[src/rtl/uart_pkg.sv]
`default_nettype none
// +--------------------------------------------------------------------------+
// | Package  : uart_pkg                                                      |
// | Purpose  : Shared receiver state encoding, oversampling constants and a  |
// |            3-input majority helper.                                      |
// | Revision : 1.0 - initial release                                         |
// +--------------------------------------------------------------------------+
package uart_pkg;

  typedef enum logic [2:0] {
    IDLE   = 3'd0,
    START  = 3'd1,
    DATA   = 3'd2,
    PARITY = 3'd3,
    STOP   = 3'd4
  } rx_state_t;

  localparam int         OVERSAMPLE = 16;
  localparam logic [3:0] SAMPLE_LO  = 4'd7;
  localparam logic [3:0] SAMPLE_MID = 4'd8;
  localparam logic [3:0] SAMPLE_HI  = 4'd9;
  localparam logic [3:0] CNT_LAST   = 4'd15;

  function automatic logic maj3(input logic a, input logic b, input logic c);
    return (a & b) | (a & c) | (b & c);
  endfunction

endpackage
`default_nettype wire

[src/rtl/uart_rx_sampler.sv]
`default_nettype none
// +--------------------------------------------------------------------------+
// | Module   : uart_rx_sampler                                               |
// | Purpose  : rx synchroniser plus 3-sample majority vote around mid-bit.   |
// |            bit_stb marks the decision cycle (cnt==9); bit_val is the     |
// |            majority of the synchronised line at cnt 7, 8 and 9.          |
// | Revision : 1.0 - initial release                                         |
// +--------------------------------------------------------------------------+
module uart_rx_sampler
  import uart_pkg::*;
#(
  parameter int SYNC_STAGES = 2
) (
  input  logic       clk_16x_bps,
  input  logic       rst_n,
  input  logic       i_rx,
  input  logic [3:0] i_cnt,
  input  logic       i_active,
  output logic       o_sync_rx,
  output logic       o_bit_val,
  output logic       o_bit_stb
);

  logic [SYNC_STAGES-1:0] r_sync;
  logic                   r_s_lo;
  logic                   r_s_mid;

  // Synchroniser chain; resets to the idle (high) level so reset release never looks like a start bit
  always_ff @(posedge clk_16x_bps or negedge rst_n) begin
    if (!rst_n) begin
      r_sync <= '1;
    end else begin
      r_sync <= {r_sync[SYNC_STAGES-2:0], i_rx};
    end
  end

  assign o_sync_rx = r_sync[SYNC_STAGES-1];

  // Hold the first two mid-bit samples; the third is the live line at the decision cycle
  always_ff @(posedge clk_16x_bps or negedge rst_n) begin
    if (!rst_n) begin
      r_s_lo  <= 1'b1;
      r_s_mid <= 1'b1;
    end else begin
      if (i_cnt == SAMPLE_LO)  r_s_lo  <= o_sync_rx;
      if (i_cnt == SAMPLE_MID) r_s_mid <= o_sync_rx;
    end
  end

  assign o_bit_stb = i_active && (i_cnt == SAMPLE_HI);
  assign o_bit_val = maj3(r_s_lo, r_s_mid, o_sync_rx);

endmodule
`default_nettype wire

[src/rtl/uart_rx_param.sv]
`default_nettype none
// +--------------------------------------------------------------------------+
// | Module   : uart_rx_param                                                 |
// | Purpose  : Parametrised 16x-oversampled UART receiver with runtime       |
// |            parity/stop mode, parity/framing/overrun flags and a          |
// |            valid/ready output. Optional line-break detection is built    |
// |            when UART_RX_BREAK_DET_EN is defined.                         |
// | Revision : 1.0 - initial release                                         |
// +--------------------------------------------------------------------------+
module uart_rx_param
  import uart_pkg::*;
#(
  parameter int DATA_BITS   = 8,
  parameter int SYNC_STAGES = 2
) (
  input  logic                 clk_16x_bps,
  input  logic                 rst_n,
  input  logic                 rx,
  input  logic                 parity_en,
  input  logic                 parity_odd,
  input  logic                 two_stop,
  output logic [DATA_BITS-1:0] rx_data,
  output logic                 rx_valid,
  input  logic                 rx_ready,
  output logic                 parity_err,
  output logic                 frame_err,
  output logic                 overrun,
  input  logic                 err_clr,
  output logic                 break_det
);

`ifdef UART_RX_BREAK_DET_EN
  localparam bit BRK_EN = 1'b1;
`else
  localparam bit BRK_EN = 1'b0;
`endif

  localparam int             BIT_W    = $clog2(DATA_BITS);
  localparam logic [BIT_W-1:0] LAST_BIT = BIT_W'(DATA_BITS - 1);

  rx_state_t              r_state;
  logic [3:0]             r_cnt;
  logic [BIT_W-1:0]       r_bit;
  logic [DATA_BITS-1:0]   r_shift;
  logic                   r_par_en;
  logic                   r_par_odd;
  logic                   r_two_stop;
  logic                   r_stop2;
  logic                   r_perr;
  logic                   r_ferr;
  logic                   r_zero;
  logic                   r_armed;
  logic                   r_done;
  logic                   r_brk;

  logic                   w_sync_rx;
  logic                   w_bit_val;
  logic                   w_bit_stb;
  logic                   w_last_zero;
  logic                   w_load;
  logic                   w_ovr_set;

  uart_rx_sampler #(
    .SYNC_STAGES (SYNC_STAGES)
  ) u_sampler (
    .clk_16x_bps (clk_16x_bps),
    .rst_n       (rst_n),
    .i_rx        (rx),
    .i_cnt       (r_cnt),
    .i_active    (r_state != IDLE),
    .o_sync_rx   (w_sync_rx),
    .o_bit_val   (w_bit_val),
    .o_bit_stb   (w_bit_stb)
  );

  // A frame is a break only if every bit so far and the final stop bit are all low
  assign w_last_zero = r_zero & ~w_bit_val;

  // Frame FSM: start qualification, data shift, parity check, stop bit(s) with early return
  always_ff @(posedge clk_16x_bps or negedge rst_n) begin
    if (!rst_n) begin
      r_state    <= IDLE;
      r_cnt      <= '0;
      r_bit      <= '0;
      r_shift    <= '0;
      r_par_en   <= 1'b0;
      r_par_odd  <= 1'b0;
      r_two_stop <= 1'b0;
      r_stop2    <= 1'b0;
      r_perr     <= 1'b0;
      r_ferr     <= 1'b0;
      r_zero     <= 1'b0;
      r_armed    <= 1'b1;
      r_done     <= 1'b0;
      r_brk      <= 1'b0;
    end else begin
      r_done <= 1'b0;
      r_brk  <= 1'b0;
      case (r_state)
        IDLE: begin
          r_cnt <= '0;
          if (!r_armed) begin
            if (w_sync_rx) r_armed <= 1'b1;
          end else if (!w_sync_rx) begin
            r_state    <= START;
            r_par_en   <= parity_en;
            r_par_odd  <= parity_odd;
            r_two_stop <= two_stop;
            r_stop2    <= 1'b0;
            r_perr     <= 1'b0;
            r_ferr     <= 1'b0;
            r_zero     <= 1'b1;
          end
        end
        START: begin
          r_cnt <= r_cnt + 4'd1;
          if (w_bit_stb && w_bit_val) begin
            r_state <= IDLE;
            r_cnt   <= '0;
          end else if (r_cnt == CNT_LAST) begin
            r_state <= DATA;
            r_bit   <= '0;
          end
        end
        DATA: begin
          r_cnt <= r_cnt + 4'd1;
          if (w_bit_stb) begin
            r_shift[r_bit] <= w_bit_val;
            if (w_bit_val) r_zero <= 1'b0;
          end
          if (r_cnt == CNT_LAST) begin
            if (r_bit == LAST_BIT) r_state <= r_par_en ? PARITY : STOP;
            else                   r_bit   <= r_bit + BIT_W'(1);
          end
        end
        PARITY: begin
          r_cnt <= r_cnt + 4'd1;
          if (w_bit_stb) begin
            r_perr <= ((^r_shift) ^ w_bit_val) != r_par_odd;
            if (w_bit_val) r_zero <= 1'b0;
          end
          if (r_cnt == CNT_LAST) r_state <= STOP;
        end
        STOP: begin
          r_cnt <= r_cnt + 4'd1;
          if (w_bit_stb) begin
            if (!w_bit_val) r_ferr <= 1'b1;
            else            r_zero <= 1'b0;
            if (r_two_stop && !r_stop2) begin
              r_stop2 <= 1'b1;
            end else begin
              r_state <= IDLE;
              r_cnt   <= '0;
              if (BRK_EN && w_last_zero) begin
                r_brk   <= 1'b1;
                r_armed <= 1'b0;
              end else begin
                r_done  <= 1'b1;
              end
            end
          end
        end
        default: begin
          r_state <= IDLE;
          r_cnt   <= '0;
        end
      endcase
    end
  end

  assign w_load    = r_done && (!rx_valid || rx_ready);
  assign w_ovr_set = r_done && rx_valid && !rx_ready;

  // Output word register and valid/ready handshake; a fresh load wins over consumption
  always_ff @(posedge clk_16x_bps or negedge rst_n) begin
    if (!rst_n) begin
      rx_data    <= '0;
      rx_valid   <= 1'b0;
      parity_err <= 1'b0;
      frame_err  <= 1'b0;
    end else if (w_load) begin
      rx_data    <= r_shift;
      rx_valid   <= 1'b1;
      parity_err <= r_perr;
      frame_err  <= r_ferr;
    end else if (rx_valid && rx_ready) begin
      rx_valid   <= 1'b0;
    end
  end

  // Sticky overrun; a new overrun in the same cycle as err_clr keeps it set
  always_ff @(posedge clk_16x_bps or negedge rst_n) begin
    if (!rst_n) begin
      overrun <= 1'b0;
    end else if (w_ovr_set) begin
      overrun <= 1'b1;
    end else if (err_clr) begin
      overrun <= 1'b0;
    end
  end

  assign break_det = r_brk;

endmodule
`default_nettype wire

[config.mk]
export PLATFORM = sky130hd
export DESIGN_NAME = uart_rx_param
export DESIGN_NICKNAME = d
export VERILOG_FILES = /design/src/rtl/uart_pkg.sv /design/src/rtl/uart_rx_sampler.sv /design/src/rtl/uart_rx_param.sv
export SDC_FILE = /design/constraint.sdc
export NUM_CORES = 1
export LEC_CHECK = 0
export CAP_MARGIN = 10
export CORE_MARGIN = 2
export CORE_UTILIZATION = 45
export CTS_BUF_LIST = sky130_fd_sc_hd__clkbuf_16
export CTS_CLUSTER_DIAMETER = 60
export DETAILED_ROUTE_END_ITERATION = 16
export GPL_TIMING_DRIVEN = 0
export PLACE_DENSITY_LB_ADDON = 0.08
export SLEW_MARGIN = 40
export SYNTH_ARGS = -nofsm -noshare
export SYNTH_HDL_FRONTEND = slang
export SYNTH_SLANG_ARGS = --single-unit
[constraint.sdc]
create_clock -name clk_16x_bps -period 1.8 [get_ports clk_16x_bps]
set_input_delay 0.45 -clock clk_16x_bps [delete_from_list [all_inputs] [get_ports clk_16x_bps]]
set_output_delay 0.45 -clock clk_16x_bps [all_outputs]
set_load 0.01 [all_outputs]
==> impl_metrics.ini <==
[setup_path]
arrival_ns = 1.93
critical-path-slowest-cell = dfrtp_1
critPathMaxFanout = 7
critPathBufInv = 3
reg2regPathDepth = 8
required_ns = 1.96
path_cells = inv_2 -> ha_4 -> and3b_1 -> buf_6 -> nand4b_1 -> buf_6 -> nor3b_2 -> mux2_1
cp_common_cell = buf_6
critPathKind = reg2reg
end_kind = flip-flop
cp_num_cells = 8
max_stage_delay_ns = 0.39
startpoint_type = flip-flop
cpLargestDelayFamily = simple AND/OR/NAND/NOR gates

[cts]
clockBufferDepth = 2
cts_tree = yes
cts.sinks = 42
insertion_delay_ns = 0.28
cts_root_buffer = clkbuf_16
cts_buffers = 5
cts.clk_slew.worst_paths_ns = 0.06
cts_hold_buf = 0
htreeDepth = 2

[yosys]
ys_seq_area_share_pct = 51.0
synth_cells = 168
muxShareOfSynthArea_pct = 14.1
synth-simple-area-share_pct = 11.8
synth_fp_nets = 181
synth-xor-area-share_pct = 4.89
synth_area_sq_um = 2070
synth_top_area_cell = dfrtp_1
synthTopCellsByArea = dfrtp_1 (45%), mux2_2 (8.1%), dfstp_2 (6.3%), mux2_1 (6.0%), ha_1 (3.0%)
synth-adder-area-share_pct = 3.56
synth_top_family_by_area = multiplexers
ys_seq_elements = 42
avgSynthCellArea_sq_um = 12.3
synth_compound_area_share_pct = 10.6
ys_types = 48
synth_top_area_share_pct = 44.7
yosysWarningCount = 0

[timing]
skew_ns = 0.00315
setup_tns_ns = 0
clock.fmax_ghz = 0.565
finalHoldViolations = 0
maxSlewHeadroom_pct = 63.7
rsz0062_at_grt = yes
layout_min_cycle_time_ns = 1.77
tightestPinTransition_ns = 0.542
setup_viol = 0
fin_crit_sh_pct = 98.3
finalMaxSlewViolations = 0
worst_slack_ns = 0.0310

[route]
route.detailed.drc = 0
drtIter0Drc = 46
vias = 1377
drt_first_pass_iters = 4
wl_mm = 3.71
detail_route.wl_per_cell_um = 14.6
via_per_inst = 5.42
antenna_left = 0

[cells_and_area]
multi_input_area_sq_um = 997
n_antenna_cell = 0
post-route-util_pct = 59.8
area_growth_syn_to_layout_pct = 26.6
seqCellArea_sq_um = 1060
nFillCells = 359
layout_commonest_cell = dfrtp_1
layout_common_cells = dfrtp_1 (36), clkdlybuf4s50_1 (18), mux2_2 (15)
layout-drive-gt1-share_pct = 31.7
finalNetCount = 214

[global_route]
grt_pass1_wl_mm = 6.48
grt_pass1_vias = 1377
antenna_found_initial = 0
grt-ovfl-total = 0
track_usage_pct = 16.3
grt_max_degree = 43

[floorplanning]
die_height_um = 71.9
top_level_ports = 21
row_count = 24
core_area_sq_um = 4380
chipWidth_um = 71.9
initial_core_util_pct = 47.3
die-area_sq_um = 5170

[power]
p_total_uw = 3100
leakage_uw = 0.00121
peakVddDrop_mv = 0.639
power_density_nw_per_um2 = 1180

[worst_hold_path]
hp-class = in2async

[place]
port_buffers = 19
pre_cts_ws_ns = -0.130
place_congestion = 0.764
place_hpwl_mm = 2.53

[status]
status = complete, no violations

[job]
drv_cap = 0
-- what timing repair did --
| action | CTS | global route |
|---|---|---|
| setup buffers | 4 | 4 |
| endpoints found under the setup margin | 13 | 19 |
| pin swaps | 3 | 4 |
| gates resized for setup | 11 | 4 |
-- path summary, 6_finish.rpt --
path                                startpoint                   to  slack, ns
max in group asynchronous                rst_n             r_cnt[0]       1.27
max                                   r_cnt[1]           r_shift[4]       0.03
min reg2reg                u_sampler.r_sync[0]  u_sampler.r_sync[1]       0.36
max reg2reg                           r_cnt[1]           r_shift[4]       0.03
min                                      rst_n            frame_err       0.15
min in group clk_16x_bps   u_sampler.r_sync[0]  u_sampler.r_sync[1]       0.36
-- worst register-to-register path, stage by stage, from the launching register on --
cell and delay (ns):
dfrtp_1 0.39, inv_2 0.08, ha_4 0.12, and3b_1 0.17
buf_6 0.13, nand4b_1 0.12, buf_6 0.15, nor3b_2 0.15
mux2_1 0.33
-- final cells by class --
class / instances / share of cell area, %
Clock inverter: 3 / 1.72
Buffer: 8 / 1.96
Multi-Input combinational cell: 109 / 38.0
Clock buffer: 5 / 4.77
Timing Repair Buffer: 27 / 9.59
Inverter: 8 / 1.14
Tap cell: 52 / 2.48
Sequential cell: 42 / 40.3
-- synth_stat cells, drive strengths merged --
cell,n
nor2,8
and3,4
inv,8
a41oi,1
nand3b,4
a21boi,1
or3,1
nand4b,1
a211oi,2
xor2,2
nor3,3
nand2,5
xnor3,1
a211o,1
a311oi,1
o21bai,1
o21ai,4
ha,5
o31a,1
conb,1
and4,1
o41ai,1
nor3b,3
and3b,2
a2111oi,2
xnor2,7
o211ai,2
dfrtp,37
clkbuf,1
buf,8
maj3,1
mux2,26
a21oi,4
dfstp,5
nand2b,1
o211a,1
nor4b,1
nand3,3
a21o,1
nor4,1
o22ai,2
nor2b,3
-- power by group --
| part | internal, uW | leakage, uW | total (uW) | switching, uW |
|---|---|---|---|---|
| clock | 653 | 0.0000760 | 1010 | 358 |
| combinational | 421 | 0.000577 | 892 | 471 |
| sequential | 1070 | 0.000553 | 1200 | 126 |
-- per-layer routing --
| layer | global-route usage, % | routed length [um] |
|---|---|---|
| met3 | 4.08 | 111 |
| met1 | 22.2 | 1730 |
| met4 | 6.50 | 65 |
| met2 | 25.0 | 1800 |
| met5 | 0 | 0 |
-- state kept, by name, indices dropped and copies added (netlist names), 2 cells and up --
register          cells
r_state               3
rx_data               8
r_cnt                 4
r_bit                 3
u_sampler.r_sync      2
r_shift               8
-- metrics by stage --
| step | hold slack, ns | cells | area [sq um] |
|---|---|---|---|
| after floorplan | 0.154 | 168 | 2080 |
| after detailed placement | 0.347 | 239 | 2330 |
| after global routing | 0.187 | 254 | 2620 |
| after global placement | 0.349 | 239 | 2330 |
| final | 0.150 | 254 | 2620 |
| after CTS | 0.164 | 251 | 2580 |
-- logic make-up (layout without fill, tap and decap cells) --
family	count (synthesis)	count (layout)
simple gates	41	41
compound gates	25	25
fa+ha+maj	6	6
buf+inv	17	51
mux	26	26
other cells	1	1
xor+xnor	10	10
flops	42	42
Note: power is estimated with default switching activity, not from simulation.
